<file path="src/rtl/mem_arbiter.sv">
// mem_arbiter: two-port arbiter sharing the single-ported data ram; round-robin, or fixed port-0 priority with `MEM_ARB_FIXED_PRIO_EN.
// Latency: handshake at E0, ram strobed E0..E1, ack/rdata/err E1..E2; at most one access per 3 cycles.
// Backpressure: gnt only while IDLE; a requester holds req and its fields until it sees its gnt bit.
module mem_arbiter #(
    parameter int DEPTH = 512,
    parameter int AW    = 32,
    parameter int DW    = 32
) (
    input  logic          clk,
    input  logic          rst_n,
    input  logic [1:0]    req,
    input  logic [1:0]    wr,
    input  logic [AW-1:0] addr0,
    input  logic [AW-1:0] addr1,
    input  logic [DW-1:0] wdata0,
    input  logic [DW-1:0] wdata1,
    output logic [1:0]    gnt,
    output logic [1:0]    ack,
    output logic [DW-1:0] rdata,
    output logic          err,
    output logic          ram_read,
    output logic          ram_write,
    output logic [AW-1:0] ram_addr,
    output logic [DW-1:0] ram_wdata,
    input  logic [DW-1:0] ram_rdata
);
    typedef enum logic [1:0] {IDLE, ACCESS, RESP} state_t;

    localparam logic [AW-1:0] DEPTH_W = AW'(DEPTH);

    state_t        state, state_nxt;
    logic          hs;
    logic          hs_id;
    logic          sel_wr;
    logic [AW-1:0] sel_addr;
    logic [DW-1:0] sel_wdata;

    logic          id_q;
    logic          wr_q;
    logic          oor_q;
    logic [AW-1:0] addr_q;
    logic [DW-1:0] wdata_q;

`ifndef MEM_ARB_FIXED_PRIO_EN
    // Port granted at the most recent handshake; reset to 1 so port 0 wins first.
    logic last;

    always_ff @(posedge clk) begin
        if (!rst_n)
            last <= 1'b1;
        else if (hs)
            last <= hs_id;
    end
`endif

    always_comb begin
        gnt       = 2'b00;
        state_nxt = state;
        ram_read  = 1'b0;
        ram_write = 1'b0;
        ram_addr  = '0;
        ram_wdata = '0;
        case (state)
            IDLE: begin
                case (req)
                    2'b01:   gnt = 2'b01;
                    2'b10:   gnt = 2'b10;
                    2'b11: begin
`ifdef MEM_ARB_FIXED_PRIO_EN
                        gnt = 2'b01;
`else
                        gnt = last ? 2'b01 : 2'b10;
`endif
                    end
                    default: gnt = 2'b00;
                endcase
                if ((req & gnt) != 2'b00)
                    state_nxt = ACCESS;
            end
            ACCESS: begin
                // Gating by rst_n keeps a reset landing mid-access from committing a write.
                ram_addr  = addr_q;
                ram_wdata = wdata_q;
                ram_write = wr_q & ~oor_q & rst_n;
                ram_read  = ~wr_q & ~oor_q & rst_n;
                state_nxt = RESP;
            end
            RESP:    state_nxt = IDLE;
            default: state_nxt = IDLE;
        endcase
    end

    assign hs        = (req & gnt) != 2'b00;
    assign hs_id     = gnt[1];
    assign sel_wr    = hs_id ? wr[1]  : wr[0];
    assign sel_addr  = hs_id ? addr1  : addr0;
    assign sel_wdata = hs_id ? wdata1 : wdata0;

    always_ff @(posedge clk) begin
        if (!rst_n) begin
            state   <= IDLE;
            id_q    <= 1'b0;
            wr_q    <= 1'b0;
            oor_q   <= 1'b0;
            addr_q  <= '0;
            wdata_q <= '0;
            rdata   <= '0;
            ack     <= 2'b00;
            err     <= 1'b0;
        end else begin
            state <= state_nxt;
            ack   <= 2'b00;
            err   <= 1'b0;
            if (hs) begin
                id_q    <= hs_id;
                wr_q    <= sel_wr;
                addr_q  <= sel_addr;
                wdata_q <= sel_wdata;
                oor_q   <= sel_addr >= DEPTH_W;
            end
            if (state == ACCESS) begin
                rdata <= (!wr_q && !oor_q) ? ram_rdata : '0;
                ack   <= id_q ? 2'b10 : 2'b01;
                err   <= oor_q;
            end
        end
    end
endmodule

</file>
<file path="config.mk">
export PLATFORM = sky130hd
export DESIGN_NAME = mem_arbiter
export DESIGN_NICKNAME = d
export VERILOG_FILES = /design/src/rtl/mem_arbiter.sv
export SDC_FILE = /design/constraint.sdc
export NUM_CORES = 1
export LEC_CHECK = 0
export CELL_PAD_IN_SITES_DETAIL_PLACEMENT = 1
export CELL_PAD_IN_SITES_GLOBAL_PLACEMENT = 1
export CORE_AREA = 2 2 136 138
export CTS_CLUSTER_DIAMETER = 40
export DETAILED_ROUTE_END_ITERATION = 10
export DIE_AREA = 0 0 138 140
export PLACE_DENSITY = 0.87
export SLEW_MARGIN = 20
export SYNTH_ARGS = -nofsm -noshare
export SYNTH_HDL_FRONTEND = slang
export SYNTH_SLANG_ARGS = --single-unit
</file>
<file path="constraint.sdc">
create_clock -name clk -period 2 [get_ports clk]
set_input_delay 0.3 -clock clk [delete_from_list [all_inputs] [get_ports clk]]
set_output_delay 0.3 -clock clk [all_outputs]
set_load 0.005 [all_outputs]
</file>
# Word level (Yosys, flattened, before mapping)
# Cells that the tools add are included.
[word_totals] input_bits=166 ff_bits=105 word_cells=46
[classes] bitwise_logic=8 eq_ne=5 muxes=15 n_reduce_logical=7 magnitude_cmp=1
[ops] operator="$mux W32" n=5
[ops] operator="$ge A32 B10 Y1 const B" n=1
[ops] operator="$mux W2" n=5
[ops] operator="$pmux W2 S3" n=1
[ops] operator="$and A1 B1 Y1" n=4
[ops] operator="$and A2 B2 Y2" n=2
[ops] operator="$eq A2 B1 Y1 const B" n=2
[ops] operator="$eq A2 B2 Y1 const B" n=2
[ops] operator="$pmux W2 S2" n=1
[ops] operator="$reduce_bool A2 Y1" n=2
[ops] operator="$mux W1" n=3
[ops] operator="$logic_not A1 Y1" n=2
[ops] operator="$logic_not A2 Y1" n=1
[ops] operator="$ne A2 B2 Y1 const B" n=1
[ops] operator="$not A1 Y1" n=2
[ops] operator="$reduce_and A2 Y1" n=1
[ops] operator="$logic_and A1 B1 Y1" n=1

# Depth between registers and ports, before layout
[depth] ltp_word=7 mapped_depth=9 ltp_nobuf=5

# Worst setup path before layout
# No wires, ideal clock.
[synth_timing] kind="input-to-reg" from="input req[1]" to="register addr_q[10]" arrival_time_ps=1527 stages=9 path_slack_ps=398 path_buffers=4 setup_ps=74 required_ps=1926 path_cell_list="a21bo_1 -> buf_2 -> or3_1 -> buf_2 -> clkinv_4 -> buf_6 -> buf_6 -> nand2_1 -> a31oi_1"
[synth_between] elab_chain_cells=6 word_cells_on_any_way=9 cone_classes="eq/ne (3); mux (4); bitwise (1); reduce/logical (1)"
[synth_lines] item="start, declared" line="11" text="input logic [1:0] req,"
[synth_lines] item="$eq A2 B2 Y1 / $eq A2 B1 Y1 (equally long branches)" line="65" text="case (req)"
[synth_lines] item="$pmux W2 S3" line="65"
[synth_lines] item="$mux W2 (2 in a row)" line="63" text="case (state)"
[synth_lines] item="$and A2 B2 Y2" line="93" text="assign hs = (req & gnt) != 2'b00;"
[synth_lines] item="$reduce_bool A2 Y1" line="93"
[synth_lines] item="end signal, assigned" line="117" text="addr_q <= sel_addr;"
[synth_lines] item="end, declared" line="41" text="logic [AW-1:0] addr_q;"
# Parallel ways exist; a longest one is shown, timed or not. The select of a mux whose other input is x is not followed.
# A chain may end at the register's enable or synchronous reset.

# Worst setup path in the final report
[layout_timing] from="register state[0]" to="output ram_wdata[0]"
[layout_between] elab_chain_cells=2
[layout_lines] item="start, declared" line="31" text="state_t state, state_nxt;"
[layout_lines] item="start signal, assigned" line="111" text="state <= state_nxt;"
[layout_lines] item="$eq A2 B1 Y1" line="63"
[layout_lines] item="$mux W32" line="63"
[layout_lines] item="end, declared" line="24" text="output logic [DW-1:0] ram_wdata,"
# Every way passes these cells.

==> flow_metrics.tcl <==
set metrics [dict create \
    final_cells 1002 \
    numCtsBuffers 9 \
    multi_input_area_um2 2230 \
    drt_iter0_markers 238 \
    seqCellArea_um2 2110 \
    hold_path_class "primary input to flip-flop" \
    first_pass_iters 6 \
    slew-limit-headroom_pct 55.8 \
    finalSetupViolCount 0 \
    fin_crit_sh_pct 96.9 \
    ys_ff_latch 105 \
    drc 0 \
    hold_slack_ps 261 \
    p_per_area_nw_per_um2 678 \
    p_leak_nw 3.25 \
    ir_worst_vdd_mv 0.351 \
    syn_inst 509 \
    die_y_um 140 \
    die_x_um 138 \
    maxSlewViolCount 0 \
    synth_edf_count 0 \
    antennaDiodeCount 0 \
    grt_pass1_wl_um 29800 \
    grt_pass1_vias 5196 \
    cts_root_buffer "clkbuf_16" \
    r2r_start "state[1]" \
    grt.total_usage_pct 19.4 \
    core-area_um2 17800 \
    syn_area_um2 4530 \
    drive_gt1_share_pct 8.02 \
    ant_nets 0 \
    cpLargestDelayFamily "buffers and inverters" \
    fmax_mhz 516 \
    slowest_delay_ps 330 \
    seqPwrFrac_pct 43.8 \
    fp-row-count 49 \
    clk_pin_slew_worst_paths_ps 70 \
    syn_avg_cell_area_um2 8.90 \
    endpoint_kind "output port" \
    r2r_slack_ps 220 \
    p_sw_w 0.00149 \
    cp-start-kind "flip-flop" \
    finalWirelength_um 19100 \
    reg2reg_depth 6 \
    synthSimpleGateAreaFrac_pct 20.2 \
    fin_tns_setup_ps 0 \
    required_ps 1700 \
    ys_seq_area_share_pct 46.4 \
    grt_max_degree 72 \
    synth.largest_area_cell "dfxtp_1" \
    top_usage_layer "met2" \
    portBuffers 268 \
    dp_cells 974 \
    final_core_util_pct 44.6 \
    crit_cells 5 \
    reg2reg_to "wdata_q[27]" \
    yosysUniqueCellTypes 30 \
    cp_slowest_cell "dfxtp_2" \
    grt_use_met2_pct 34.3 \
    crit_buf_inv 3 \
    synth_compound_area_share_pct 27.9 \
    vias_per_cell 4.95 \
    maxCapViolCount 0 \
    ys.flop_type "dfxtp_1" \
    yosys_warnings 0 \
    status "finished clean" \
    cts_tree "built" \
    pwr-share-comb_pct 24.4 \
    clockPowerShare_pct 31.8 \
    nets 935 \
    start_util_pct 25.5 \
    timing_worst_setup_path_type "flip-flop to output port" \
    async_flop_share_pct 0 \
    p_sw_share_pct 27.7 \
    synth_top_family_by_area "compound AO/OA/AOI/OAI gates" \
    gp_congestion 0.794 \
    post-dp-hpwl_um 13200 \
    yosys-mux-area-fraction_pct 0 \
    dieArea_um2 19300 \
    arrival_ps 1640 \
    yosys.area_share.adder_pct 0 \
    netlist_top_cells_count "dfxtp_1 (105), nand2_1 (90), and2_1 (65), o221ai_1 (42), clkbuf_1 (39)" \
    p_int_w 0.00389 \
    critical_path.max_fanout 8 \
    synth.top_cell.area_share_pct 46.4 \
    worst_pin_slew_ps 663 \
    grt-ovfl-total 0 \
    endpoint "ram_wdata[0]" \
    clk_path_buf_depth 2 \
    fin_area_um2 7940 \
    finalCriticalPeriod_ps 1940 \
    htree_levels 3 \
    post_dp_cell_area_um2 7490 \
    dr_total_vias 4957 \
    wl_per_cell_um 19.0 \
    antenna_found_initial 0 \
    synthXorXnorAreaFrac_pct 0 \
    crit_path_cell_trace "nor2b_4 > buf_6 > bufbuf_16 > and2_1 > dlygate4sd2_1" \
    use_met1_pct 23.2 \
    synthToLayoutAreaGrowth_pct 75.2 \
    io_pins 269 \
    met3_usage_pct 5.06 \
    cp-startpoint "state[0]" \
    hold_viol_final 0 \
    ys_top_cells_by_area "dfxtp_1 (46%), and2_1 (9.0%), o221ai_1 (8.1%)" \
    post-synth-top-count-cell "dfxtp_1" \
    num-fill-cells 2014 \
    finClkSkew_ps 7.25 \
    insertion_delay_ps 350 \
    cts.sinks 105 \
    syn-num-nets 675 \
]
[worst min-delay path by stage]
| stage | startpoint | slack, ps | to | cells past startpoint |
|---|---|---|---|---|
| after floorplan | id_q | 410 | ack[0] | 1 |
| after global placement | wdata_q[25] | 440 | wdata_q[25] | 2 |
| after detailed placement | wdata_q[15] | 440 | wdata_q[15] | 2 |
| after CTS | rst_n | 250 | state[1] | 3 |
| after global routing | rst_n | 260 | state[1] | 3 |
| final | rst_n | 260 | state[1] | 3 |
[stage by stage]
| step | total power (W) | setup WS [ps] |
|---|---|---|
| detailed placement | 0.00365 | -296 |
| global route | 0.00569 | -7.22 |
| floorplan | 0.00289 | 398 |
| finish | 0.00539 | 62.7 |
| global placement | 0.00362 | -256 |
| CTS | 0.00546 | 13.2 |
[cells in the final DEF (no fill, tap or decap), drive strengths merged, types with 11 or more instances in the layout]
| master | Yosys | routed |
|---|---|---|
| o221ai | 42 | 42 |
| dlygate4sd2 | 0 | 64 |
| o21ai | 24 | 24 |
| dfxtp | 105 | 105 |
| a21boi | 42 | 42 |
| and2 | 65 | 65 |
| a22o | 32 | 32 |
| nand2 | 90 | 90 |
| buf | 12 | 32 |
| a31oi | 23 | 23 |
| clkbuf | 39 | 11 |
| clkdlybuf4s50 | 0 | 199 |
[routing by layer]
layer / vias to the layer above / wire length [um]
met2: 192 / 9510
met1: 2377 / 8010
met3: 26 / 1150
li1: 2362 / -
met4: 0 / 393
met5: - / 0
[area by class of cell]
class	instances	area share [%]
multi-input cells	351	28.2
repair buffers	300	38.0
flip-flops and latches	105	26.5
well taps	229	3.61
clock buffers	10	3.01
inverters	2	0.158
clock inverters	5	0.520
[cell families (layout without fill, tap and decap cells)]
family	Yosys count	in the layout
buf+inv	53	317
compound gates	168	168
simple gates	183	183
flops	105	105
[worst reg2reg max path: cells and delay by family (launching register included)]
family                 cells  cell delay, ps
AND/OR/NAND/NOR            1             410
buffers and inverters      3             550
AO/OA/AOI/OAI              2             390
flip-flops                 1             360
[timing repair]
action	4_1_cts	5_1_grt
buffers inserted	8	1
setup endpoints to repair	68	13
hold endpoints to repair	0	0
hold buffers	0	0
gates resized for setup	82	6
gates cloned	4	0
[power groups by stage]
| stage | combinational [W] | sequential (W) | clock, W |
|---|---|---|---|
| finish | 0.00131 | 0.00236 | 0.00171 |
| global route | 0.00143 | 0.00238 | 0.00188 |
| CTS | 0.00132 | 0.00236 | 0.00178 |
| detailed placement | 0.00124 | 0.00241 | 0 |
| global placement | 0.00122 | 0.00240 | 0 |
| floorplan | 0.000511 | 0.00238 | 0 |
[sequential cells by signal (all words and copies together) (netlist names)]
name / count
oor_q: 1
state: 2
last: 1
rdata: 32
wdata_q: 32
err: 1
wr_q: 1
id_q: 1
addr_q: 32
ack: 2
(Power assumes the default switching activity.)
